## src/rtl/rv_dmem_ctrl_pkg.sv

```systemverilog
// Shared types and the load-extension helper for the rv_cpu data memory controller.
package rv_dmem_ctrl_pkg;

  typedef enum logic [1:0] {
    MEM_B   = 2'b00,
    MEM_H   = 2'b01,
    MEM_W   = 2'b10,
    MEM_RSV = 2'b11
  } t_mem_size;

  typedef struct packed {
    t_mem_size  size;
    logic [1:0] lane;
    logic       unsigned_ld;
    logic       err;
    logic       wr;
  } t_dmem_meta;

  typedef enum logic {
    DMEM_INIT,
    DMEM_RUN
  } t_dmem_state;

  // Select the addressed lane of a raw array word and sign/zero-extend it.
  function automatic logic [31:0] dmem_extend(input logic [31:0] word, input t_dmem_meta meta);
    logic [7:0]  b;
    logic [15:0] h;
    b = word[{meta.lane, 3'b000} +: 8];
    h = word[{meta.lane[1], 4'b0000} +: 16];
    case (meta.size)
      MEM_B:   dmem_extend = {{24{~meta.unsigned_ld & b[7]}}, b};
      MEM_H:   dmem_extend = {{16{~meta.unsigned_ld & h[15]}}, h};
      default: dmem_extend = word;
    endcase
  endfunction

endpackage

```

## src/rtl/rv_dmem_ctrl_ram.sv

```systemverilog
// DEPTH_WORDS x 32 single-port RAM with per-byte write enables and a registered read port.
module rv_dmem_ram #(
  parameter int unsigned DEPTH_WORDS = 32,
  parameter int unsigned AW          = $clog2(DEPTH_WORDS)
) (
  input  logic          clk,
  input  logic          i_en,
  input  logic [3:0]    i_we,
  input  logic [AW-1:0] i_addr,
  input  logic [31:0]   i_wdata,
  output logic [31:0]   o_rdata
);

  logic [31:0] r_mem [DEPTH_WORDS];
  logic [31:0] r_rdata;

  always_ff @(posedge clk) begin
    for (int unsigned b = 0; b < 4; b++) begin
      if (i_we[b]) r_mem[i_addr][8*b +: 8] <= i_wdata[8*b +: 8];
    end
    if (i_en) r_rdata <= r_mem[i_addr];
  end

  assign o_rdata = r_rdata;

endmodule

```

## src/rtl/rv_dmem_ctrl.sv

```systemverilog
// Data memory for the rv_cpu MA stage: valid/ready requests, byte-lane stores,
// extended loads, zero-fill init and a fixed-latency in-order response pipe.
module rv_dmem_ctrl
  import rv_dmem_ctrl_pkg::*;
#(
  parameter int unsigned DEPTH_WORDS = 32,
  parameter logic [31:0] BASE_ADDR   = 32'h0,
  parameter int unsigned RD_LATENCY  = 1,
  parameter int unsigned INIT_ZERO   = 1
) (
  input  logic        clk,
  input  logic        rst_n,
  input  logic        req_valid,
  output logic        req_ready,
  input  logic        req_wr,
  input  logic [31:0] req_addr,
  input  logic [1:0]  req_size,
  input  logic        req_unsigned,
  input  logic [31:0] req_wr_data,
  output logic        rsp_valid,
  output logic [31:0] rsp_rd_data,
  output logic        rsp_err
);

  localparam int unsigned AW = $clog2(DEPTH_WORDS);

  t_dmem_state     r_state, w_state_nxt;
  logic [AW-1:0]   r_init_cnt;
  logic            r_ready;

  logic            w_accept;
  logic [32:0]     w_off_full;
  logic [1:0]      w_lane;
  t_mem_size       w_size;
  logic            w_oor, w_misalign, w_err;
  logic [AW-1:0]   w_idx;
  logic [3:0]      w_be;
  logic [31:0]     w_st_data;
  t_dmem_meta      w_meta;

  logic            w_ram_en;
  logic [3:0]      w_ram_we;
  logic [AW-1:0]   w_ram_addr;
  logic [31:0]     w_ram_wdata;
  logic [31:0]     w_ram_rdata;

  t_dmem_meta             r_meta [RD_LATENCY];
  logic [RD_LATENCY-1:0]  r_vld;
  logic [31:0]            w_stage0_data;

  assign w_accept  = req_valid & r_ready;
  assign req_ready = r_ready;

  // 33-bit subtract: bit 32 is the borrow that flags addresses below BASE_ADDR.
  assign w_off_full = {1'b0, req_addr} - {1'b0, BASE_ADDR};
  assign w_lane     = w_off_full[1:0];
  assign w_idx      = w_off_full[AW+1:2];
  assign w_size     = t_mem_size'(req_size);
  assign w_oor      = w_off_full[32] | (w_off_full[31:2] >= 30'(DEPTH_WORDS));
  assign w_misalign = ((w_size == MEM_H) & w_lane[0]) | ((w_size == MEM_W) & (w_lane != 2'b00));
  assign w_err      = w_oor | w_misalign | (w_size == MEM_RSV);

  always_comb begin
    w_be      = '0;
    w_st_data = req_wr_data;
    case (w_size)
      MEM_B: begin
        w_be      = 4'b0001 << w_lane;
        w_st_data = {4{req_wr_data[7:0]}};
      end
      MEM_H: begin
        w_be      = 4'b0011 << w_lane;
        w_st_data = {2{req_wr_data[15:0]}};
      end
      MEM_W:   w_be = 4'hF;
      MEM_RSV: w_be = '0;
    endcase
  end

  assign w_meta = '{size: w_size, lane: w_lane, unsigned_ld: req_unsigned, err: w_err, wr: req_wr};

  always_ff @(posedge clk or negedge rst_n) begin
    if (!rst_n) begin
      r_state    <= (INIT_ZERO != 0) ? DMEM_INIT : DMEM_RUN;
      r_init_cnt <= '0;
      r_ready    <= 1'b0;
    end else begin
      r_state <= w_state_nxt;
      r_ready <= (w_state_nxt == DMEM_RUN);
      if (r_state == DMEM_INIT) r_init_cnt <= r_init_cnt + 1'b1;
    end
  end

  always_comb begin
    w_state_nxt = r_state;
    w_ram_en    = 1'b0;
    w_ram_we    = '0;
    w_ram_addr  = w_idx;
    w_ram_wdata = w_st_data;
    case (r_state)
      DMEM_INIT: begin
        w_ram_we    = '1;
        w_ram_addr  = r_init_cnt;
        w_ram_wdata = '0;
        if (r_init_cnt == AW'(DEPTH_WORDS - 1)) w_state_nxt = DMEM_RUN;
      end
      DMEM_RUN: begin
        w_ram_en = w_accept;
        if (w_accept & req_wr & ~w_err) w_ram_we = w_be;
      end
    endcase
  end

  rv_dmem_ram #(
    .DEPTH_WORDS(DEPTH_WORDS),
    .AW         (AW)
  ) u_ram (
    .clk    (clk),
    .i_en   (w_ram_en),
    .i_we   (w_ram_we),
    .i_addr (w_ram_addr),
    .i_wdata(w_ram_wdata),
    .o_rdata(w_ram_rdata)
  );

  always_ff @(posedge clk or negedge rst_n) begin
    if (!rst_n) begin
      r_vld <= '0;
      for (int unsigned i = 0; i < RD_LATENCY; i++) r_meta[i] <= '0;
    end else begin
      r_vld[0]  <= w_accept;
      r_meta[0] <= w_meta;
      for (int unsigned i = 1; i < RD_LATENCY; i++) begin
        r_vld[i]  <= r_vld[i-1];
        r_meta[i] <= r_meta[i-1];
      end
    end
  end

  // The RAM output is only stable for one cycle, so extended data is captured at stage 0.
  assign w_stage0_data = (r_vld[0] & ~r_meta[0].wr & ~r_meta[0].err) ?
                         dmem_extend(w_ram_rdata, r_meta[0]) : '0;

  generate
    if (RD_LATENCY == 1) begin : g_lat1
      assign rsp_rd_data = w_stage0_data;
    end else begin : g_latn
      logic [31:0] r_data [RD_LATENCY-1];
      always_ff @(posedge clk or negedge rst_n) begin
        if (!rst_n) begin
          for (int unsigned i = 0; i < RD_LATENCY - 1; i++) r_data[i] <= '0;
        end else begin
          r_data[0] <= w_stage0_data;
          for (int unsigned i = 1; i < RD_LATENCY - 1; i++) r_data[i] <= r_data[i-1];
        end
      end
      assign rsp_rd_data = r_data[RD_LATENCY-2];
    end
  endgenerate

  assign rsp_valid = r_vld[RD_LATENCY-1];
  assign rsp_err   = r_vld[RD_LATENCY-1] & r_meta[RD_LATENCY-1].err;

endmodule
```

## config.mk

```make
export PLATFORM = sky130hd
export DESIGN_NAME = rv_dmem_ctrl
export DESIGN_NICKNAME = d
export VERILOG_FILES = /design/src/rtl/rv_dmem_ctrl_pkg.sv /design/src/rtl/rv_dmem_ctrl_ram.sv /design/src/rtl/rv_dmem_ctrl.sv
export SDC_FILE = /design/constraint.sdc
export NUM_CORES = 1
export LEC_CHECK = 0
export ABC_AREA = 1
export CORE_UTILIZATION = 45
export CTS_BUF_LIST = sky130_fd_sc_hd__clkbuf_8
export CTS_CLUSTER_SIZE = 8
export DETAILED_ROUTE_END_ITERATION = 8
export HOLD_SLACK_MARGIN = 0.08
export PLACE_DENSITY = 0.7
export SYNTH_ARGS = -nofsm -noshare
export SYNTH_HDL_FRONTEND = slang
export SYNTH_SLANG_ARGS = --single-unit
```

## constraint.sdc

```tcl
create_clock -name clk -period 7.4 [get_ports clk]
set_input_delay 1.48 -clock clk [delete_from_list [all_inputs] [get_ports clk]]
set_output_delay 1.48 -clock clk [all_outputs]
set_load 0.05 [all_outputs]
```

==> results of run 1 <==
[worst max path at each step]
stage	startpoint	end	slack [ns]
after CTS	r_meta[6]	rsp_rd_data[12]	1.77
after detailed placement	req_size[1]	u_ram.r_mem[22][16]	1.80
after floorplan	rsp_valid	rsp_rd_data[7]	3.60
final	r_meta[6]	rsp_rd_data[8]	1.71
after global routing	r_meta[6]	rsp_rd_data[10]	1.37
after global placement	req_size[1]	u_ram.r_mem[0][18]	1.90
[flip-flops by register name, indices dropped and copies added (netlist names)]
register / cells
r_init_cnt: 5
r_meta: 7
req_ready: 1
rsp_valid: 1
u_ram.o_rdata: 32
u_ram.r_mem: 1024
[area by class of cell]
type | count | area, um^2
fill | 9156 | 51000
sequential | 1070 | 32100
multi-input combinational | 3238 | 13400
clock buffer | 163 | 2240
tap | 1368 | 1710
timing repair buffer | 163 | 1500
clock inverter | 79 | 419
inverter | 42 | 170
antenna | 3 | 7.51
[metal layers]
layer | share of wire | track usage
met1 | 0.39 | 0.332
met2 | 0.45 | 0.383
met3 | 0.12 | 0.0576
met4 | 0.045 | 0.113
met5 | 0.00023 | 0
[through the flow]
| step | power (mW) | std cells | setup slack [ns] |
|---|---|---|---|
| after floorplan | 7.36 | 4616 | 3.60 |
| after global placement | 7.73 | 5881 | 1.90 |
| after detailed placement | 7.73 | 5881 | 1.80 |
| after CTS | 11.9 | 6123 | 1.77 |
| after global routing | 12.2 | 6125 | 1.37 |
| final | 11.9 | 6126 | 1.71 |
[placed cells by master (no fill, tap or decap), drive strengths merged]
cell           synthesis  final
clkbuf                81    163
clkdlybuf4s50          0    105
nor3                  12     12
buf                  185     58
nor3b                  1      1
bufinv                 0      1
inv                   39     93
nand4                  5      5
edfxtp              1056   1056
o22ai                  8      8
dfrtp                 14     14
clkinvlp               0      3
ha                     2      2
o21ai                 33     33
nor2                 156    156
o21a                   1      1
diode                  0      3
nand2               2551   2551
o221ai                 7      7
a21oi                146    146
clkinv                 3     24
nand3                291    291
xor2                   1      1
or2                    8      8
a21boi                16     16
[tightest hold or removal path: stages (launching register included)]
cell and delay [ns]:
dfrtp_1 0.42, nand2_1 0.07, nand2_1 0.06
[logic make-up after synthesis]
group,after synthesis,synth area share
AOI/OAI and AO/OA,211,0.0266
and+or+nand+nor,3024,0.256
buffers and inverters,308,0.0319
DFF,1070,0.685
adders and majority gates,2,0.000535
xor gates and xnor gates,1,0.000187
[power groups by stage]
stage / registers, mW / clock network (mW) / logic, mW
final: 6.76 / 4.25 / 0.865
after global routing: 6.76 / 4.53 / 0.935
after CTS: 6.76 / 4.29 / 0.851
after detailed placement: 6.89 / 0 / 0.848
after global placement: 6.89 / 0 / 0.842
after floorplan: 6.86 / 0 / 0.495
==> out/results.ini, run 1 <==
[worst_setup_path]
timing.critical_path.max_delay_family = buffers and inverters
crit-reg2reg-capture = u_ram.r_mem[4][20]
critical-path-slowest-cell = clkdlybuf4s50_1
worstPathBufferInverterCount = 2
worst_r2r_path_depth = 6
regToRegStartpoint = req_ready
cp_cell_sequence = clkinv_1, nand3_1, o21ai_0, a21oi_1, a21oi_1, clkdlybuf4s50_1
worst-r2r-setup-slack_ns = 2.32
worst-endpoint-arrival_ns = 4.21
critical_path_cell_count = 6
setup.worst_path.class = flip-flop to output pin
critical-path-max-stage-delay_ns = 0.74
crit_path_frequent_cell = a21oi_1
critical_path_required_ns = 5.92
cp-end-kind = output pin
crit_path_max_fanout = 27
critPathLaunchType = flip-flop

[timing]
maxSlewViolCount = 0
tightest_slew_ns = 1.14
timing.clock.skew_ns = 0.0340
grt_setup_unrepaired = false
report.final.setup_viol = 0
worst_slew_margin_rel = 0.240
finalHoldViolations = 0
timing.hold.ws_ns = 0.585
final.setup.tns_ns = 0
fin_crit_sh = 0.769
time_the_final_worst_path_needs_with_i_o_delays_and_setup_ns = 5.69
max_freq_mhz = 176

[pwr]
sw_frac = 0.242
power.clock.fraction = 0.358
p_switching_mw = 2.88
p_comb_frac = 0.073
p_per_area_nw_per_um2 = 231
maximum_vdd_drop_mv = 0.117
sequentialPowerShare = 0.569
internal-power_mw = 9.00
static-leakage-power_nw = 20.6

[clock_network]
cts_tree = built
clk-insertion-delay-late_ns = 0.85
clk_pin_slew_worst_paths_ns = 0.07
holdBufCountCts = 0
library_cell_used_as_clock_root_buffer = clkbuf_8
cts_max_level = 4
cts_resized = 0
postCtsSetupBuffers = 0
cts_num_sinks = 1070
cts-root-to-sink-buffers = 3
tritoncts.num_buffers = 162

[detailed_routing]
drt_first_iter_violations = 3969
vias = 33200
dr.pass1.iters = 7
route.detailed.vias_per_inst = 5.43
wire_per_inst_um = 21.6
drt.antenna.violating_nets = 0
drt_wl_total_mm = 132
post-route-drc-count = 0

[min_path]
whs_endpoint = r_init_cnt[1]
hold_path_depth = 2
hold_path.startpoint = r_init_cnt[1]
hold_path.class = flip-flop to flip-flop

[job]
timing.max_cap.violations = 0

[placement]
place_congestion = 0.923
placement.cell_area_um2 = 48800
io_buffer_count = 105
dpl.hpwl_mm = 77.2

[logic_synthesis]
post_synth_instance_area_um2 = 46800
yosys.cell_count.top_type = nand2_1
synthTopCellsByCount = nand2_1 (2540), edfxtp_1 (1056), nand3_1 (291), nor2_1 (150), buf_2 (126)
synthFlopType = edfxtp_1
synth_area_per_cell_um2 = 10.1
yosys_warnings = 0
yosysUniqueCellTypes = 35
synth.top_cells.by_area = edfxtp_1 (68%), nand2_1 (20%), nand3_1 (3.1%)
synth_area_leader_cell = edfxtp_1
yosysSeqAreaShare = 0.685
synth.net_count = 4689
postSynth.asyncResetShare = 0.0131
yosysTopAreaCellShare = 0.677
ys_seq_elements = 1070
postSynthCellCount = 4616
synth_edf_count = 1056

[final_layout]
finish.instance_area_um2 = 51500
layout-drive-gt1-share = 0.0707
final_nets = 4750
final_core_utilization = 0.503
layout-area-overhead-vs-synth_pct = 10.0

[floorplanning]
floorplan.core_area_um2 = 102000
ioPinCount = 106
initial_utilization = 0.457
die_y_um = 325
fp.dieArea_um2 = 105000
row_count = 117
dieWidth_um = 325

[grt]
grt_first_pass_wirelength_mm = 195
largest_net_degree_at_the_start_of_global_routing = 193
gr-total-overflow = 0
grt_antenna_before_repair = 7
vias_in_the_first_global_route = 31500
grt.total_usage = 0.248

[run_status]
outcome = completed

No activity file was read; power rests on OpenSTA's default activity.
==> run 2, diff against run 1 <==
PLACE_DENSITY = 0.72   (was 0.7)
clock period = 5.23 ns   (was 7.4 ns; I/O delays follow)
==> run 2 against run 1 <==
Effect of this change:
- design area increased by 2.0%
- first-iteration DRC count increased by 3.6%
- worst hold slack got worse by 0.031 ns
- sequential power increased by 42%
- non-clock buffer count increased by 124
- total power increased by 42%
- sequential cell count unchanged
- combinational power increased by 41%
- sequential share of layout area decreased by 1.2 points
- register-to-register slack got worse by 1.3 ns
- clock power increased by 42%
- global-route usage decreased by 0.40 points
==> out/results.ini, run 2 (synthesized netlist as in run 1, its figures left out) <==
[run_status]
outcome = completed

[detailed_routing]
wire_per_inst_um = 20.7
drt_first_iter_violations = 4112
drt.antenna.violating_nets = 0
drt_wl_total_mm = 130
dr.pass1.iters = 6
route.detailed.vias_per_inst = 5.42
post-route-drc-count = 0
vias = 33900

[pwr]
total_power_mw = 16.8
static-leakage-power_nw = 21.3
p_per_area_nw_per_um2 = 321
sw_frac = 0.240
maximum_vdd_drop_mv = 0.191
p_switching_mw = 4.04
power.clock.fraction = 0.359
sequentialPowerShare = 0.568
internal-power_mw = 12.8
p_comb_frac = 0.073

[timing]
finalHoldViolations = 0
max_freq_mhz = 205
post_route_worst_setup_slack_ns = 0.347
report.final.setup_viol = 0
timing.hold.ws_ns = 0.554
tightest_slew_ns = 1.14
fin_crit_sh = 0.934
maxSlewViolCount = 0
worst_slew_margin_rel = 0.237
final.setup.tns_ns = 0
grt_setup_unrepaired = false
timing.clock.skew_ns = 0.0393
time_the_final_worst_path_needs_with_i_o_delays_and_setup_ns = 4.88

[worst_setup_path]
regToRegStartpoint = req_ready
critical_path_required_ns = 4.18
worstSetupStartpoint = r_meta[6]
crit_path_max_fanout = 27
cp-end-kind = output pin
worst-endpoint-arrival_ns = 3.84
worst_r2r_path_depth = 6
crit-reg2reg-capture = u_ram.r_mem[16][0]
worst-r2r-setup-slack_ns = 1.02
cp_cell_sequence = clkinv_1, buf_4, nand3_1, o21ai_0, nand2_1, nand3_1, nand2_1, nor2_1, clkdlybuf4s50_1
critical-path-slowest-cell = clkdlybuf4s50_1
worstPathBufferInverterCount = 3
critPathLaunchType = flip-flop
timing.critical_path.max_delay_family = buffers and inverters
setup.worst_path.class = flip-flop to output pin
critical-path-max-stage-delay_ns = 0.85

[grt]
gr-total-overflow = 0
grt_first_pass_wirelength_mm = 195
vias_in_the_first_global_route = 32300
largest_net_degree_at_the_start_of_global_routing = 211
grt_antenna_before_repair = 4
grt.total_usage = 0.244

[clock_network]
holdBufCountCts = 0
tritoncts.num_buffers = 163
cts_num_sinks = 1070
library_cell_used_as_clock_root_buffer = clkbuf_8
clk-insertion-delay-late_ns = 0.83
cts_tree = built
cts-root-to-sink-buffers = 3
cts_max_level = 4
postCtsSetupBuffers = 0
cts_resized = 0
clk_pin_slew_worst_paths_ns = 0.06

[final_layout]
finish.instance_area_um2 = 52500
final_core_utilization = 0.513
fin_cells = 6259
layout-area-overhead-vs-synth_pct = 12.2
max_flop_register = u_ram.r_mem
final_nets = 4875
layout_common_cells = nand2_1 (2538), edfxtp_1 (1056), nand3_1 (291)
layout_commonest_cell = nand2_1
largest_reg_flops = 1024
layout-drive-gt1-share = 0.0943

[min_path]
hold_path.class = flip-flop to flip-flop
hold_path.startpoint = r_init_cnt[1]
whs_endpoint = r_init_cnt[1]
hold_path_depth = 2

[job]
timing.max_cap.violations = 0

[floorplanning]
initial_utilization = 0.457
fp.dieArea_um2 = 105000
floorplan.core_area_um2 = 102000
ioPinCount = 106
row_count = 117
dieWidth_um = 325
die_y_um = 325

[placement]
placed_cell_count = 6005
place_congestion = 0.941
dpl.hpwl_mm = 78.4
placement.cell_area_um2 = 49800
io_buffer_count = 105
place_ws_ns = 0.747

run 2: power by group through the flow:
stage / logic [mW] / clock network (mW) / registers, mW
final: 1.22 / 6.05 / 9.57
after CTS: 1.20 / 6.12 / 9.56
after floorplan: 0.700 / 0 / 9.71
after global routing: 1.32 / 6.44 / 9.56
after detailed placement: 1.20 / 0 / 9.74
after global placement: 1.19 / 0 / 9.74
run 2: tightest hold or removal path, stage by stage, from the launching register on:
cell and delay (ns):
dfrtp_1 0.39, nand2_1 0.07, nand2_1 0.06
run 2: area by class of cell:
class | instances | area, um^2
fillers | 8862 | 49900
flip-flops and latches | 1070 | 32100
multi-input cells | 3238 | 13400
repair buffers | 287 | 2500
clock buffers | 171 | 2350
well taps | 1368 | 1710
clock inverters | 80 | 353
inverters | 42 | 170
diodes | 3 | 7.51
run 2: routing by layer:
layer  share of wire  vias up  routed length [um]  GRT usage
met5        0.000054        -                   7          0
met4           0.043        2                5600      0.111
met3            0.12      296               15400     0.0611
met2            0.46     1957               59200      0.379
met1            0.38    16000               49600      0.322
li1                -    15700                   -          -
run 2: worst max path at each step:
stage	to	cells past startpoint
after global placement	u_ram.r_mem[16][1]	9
after detailed placement	u_ram.r_mem[17][2]	9
final	rsp_rd_data[31]	9
after global routing	rsp_rd_data[23]	9
after CTS	rsp_rd_data[28]	9
after floorplan	rsp_rd_data[7]	2
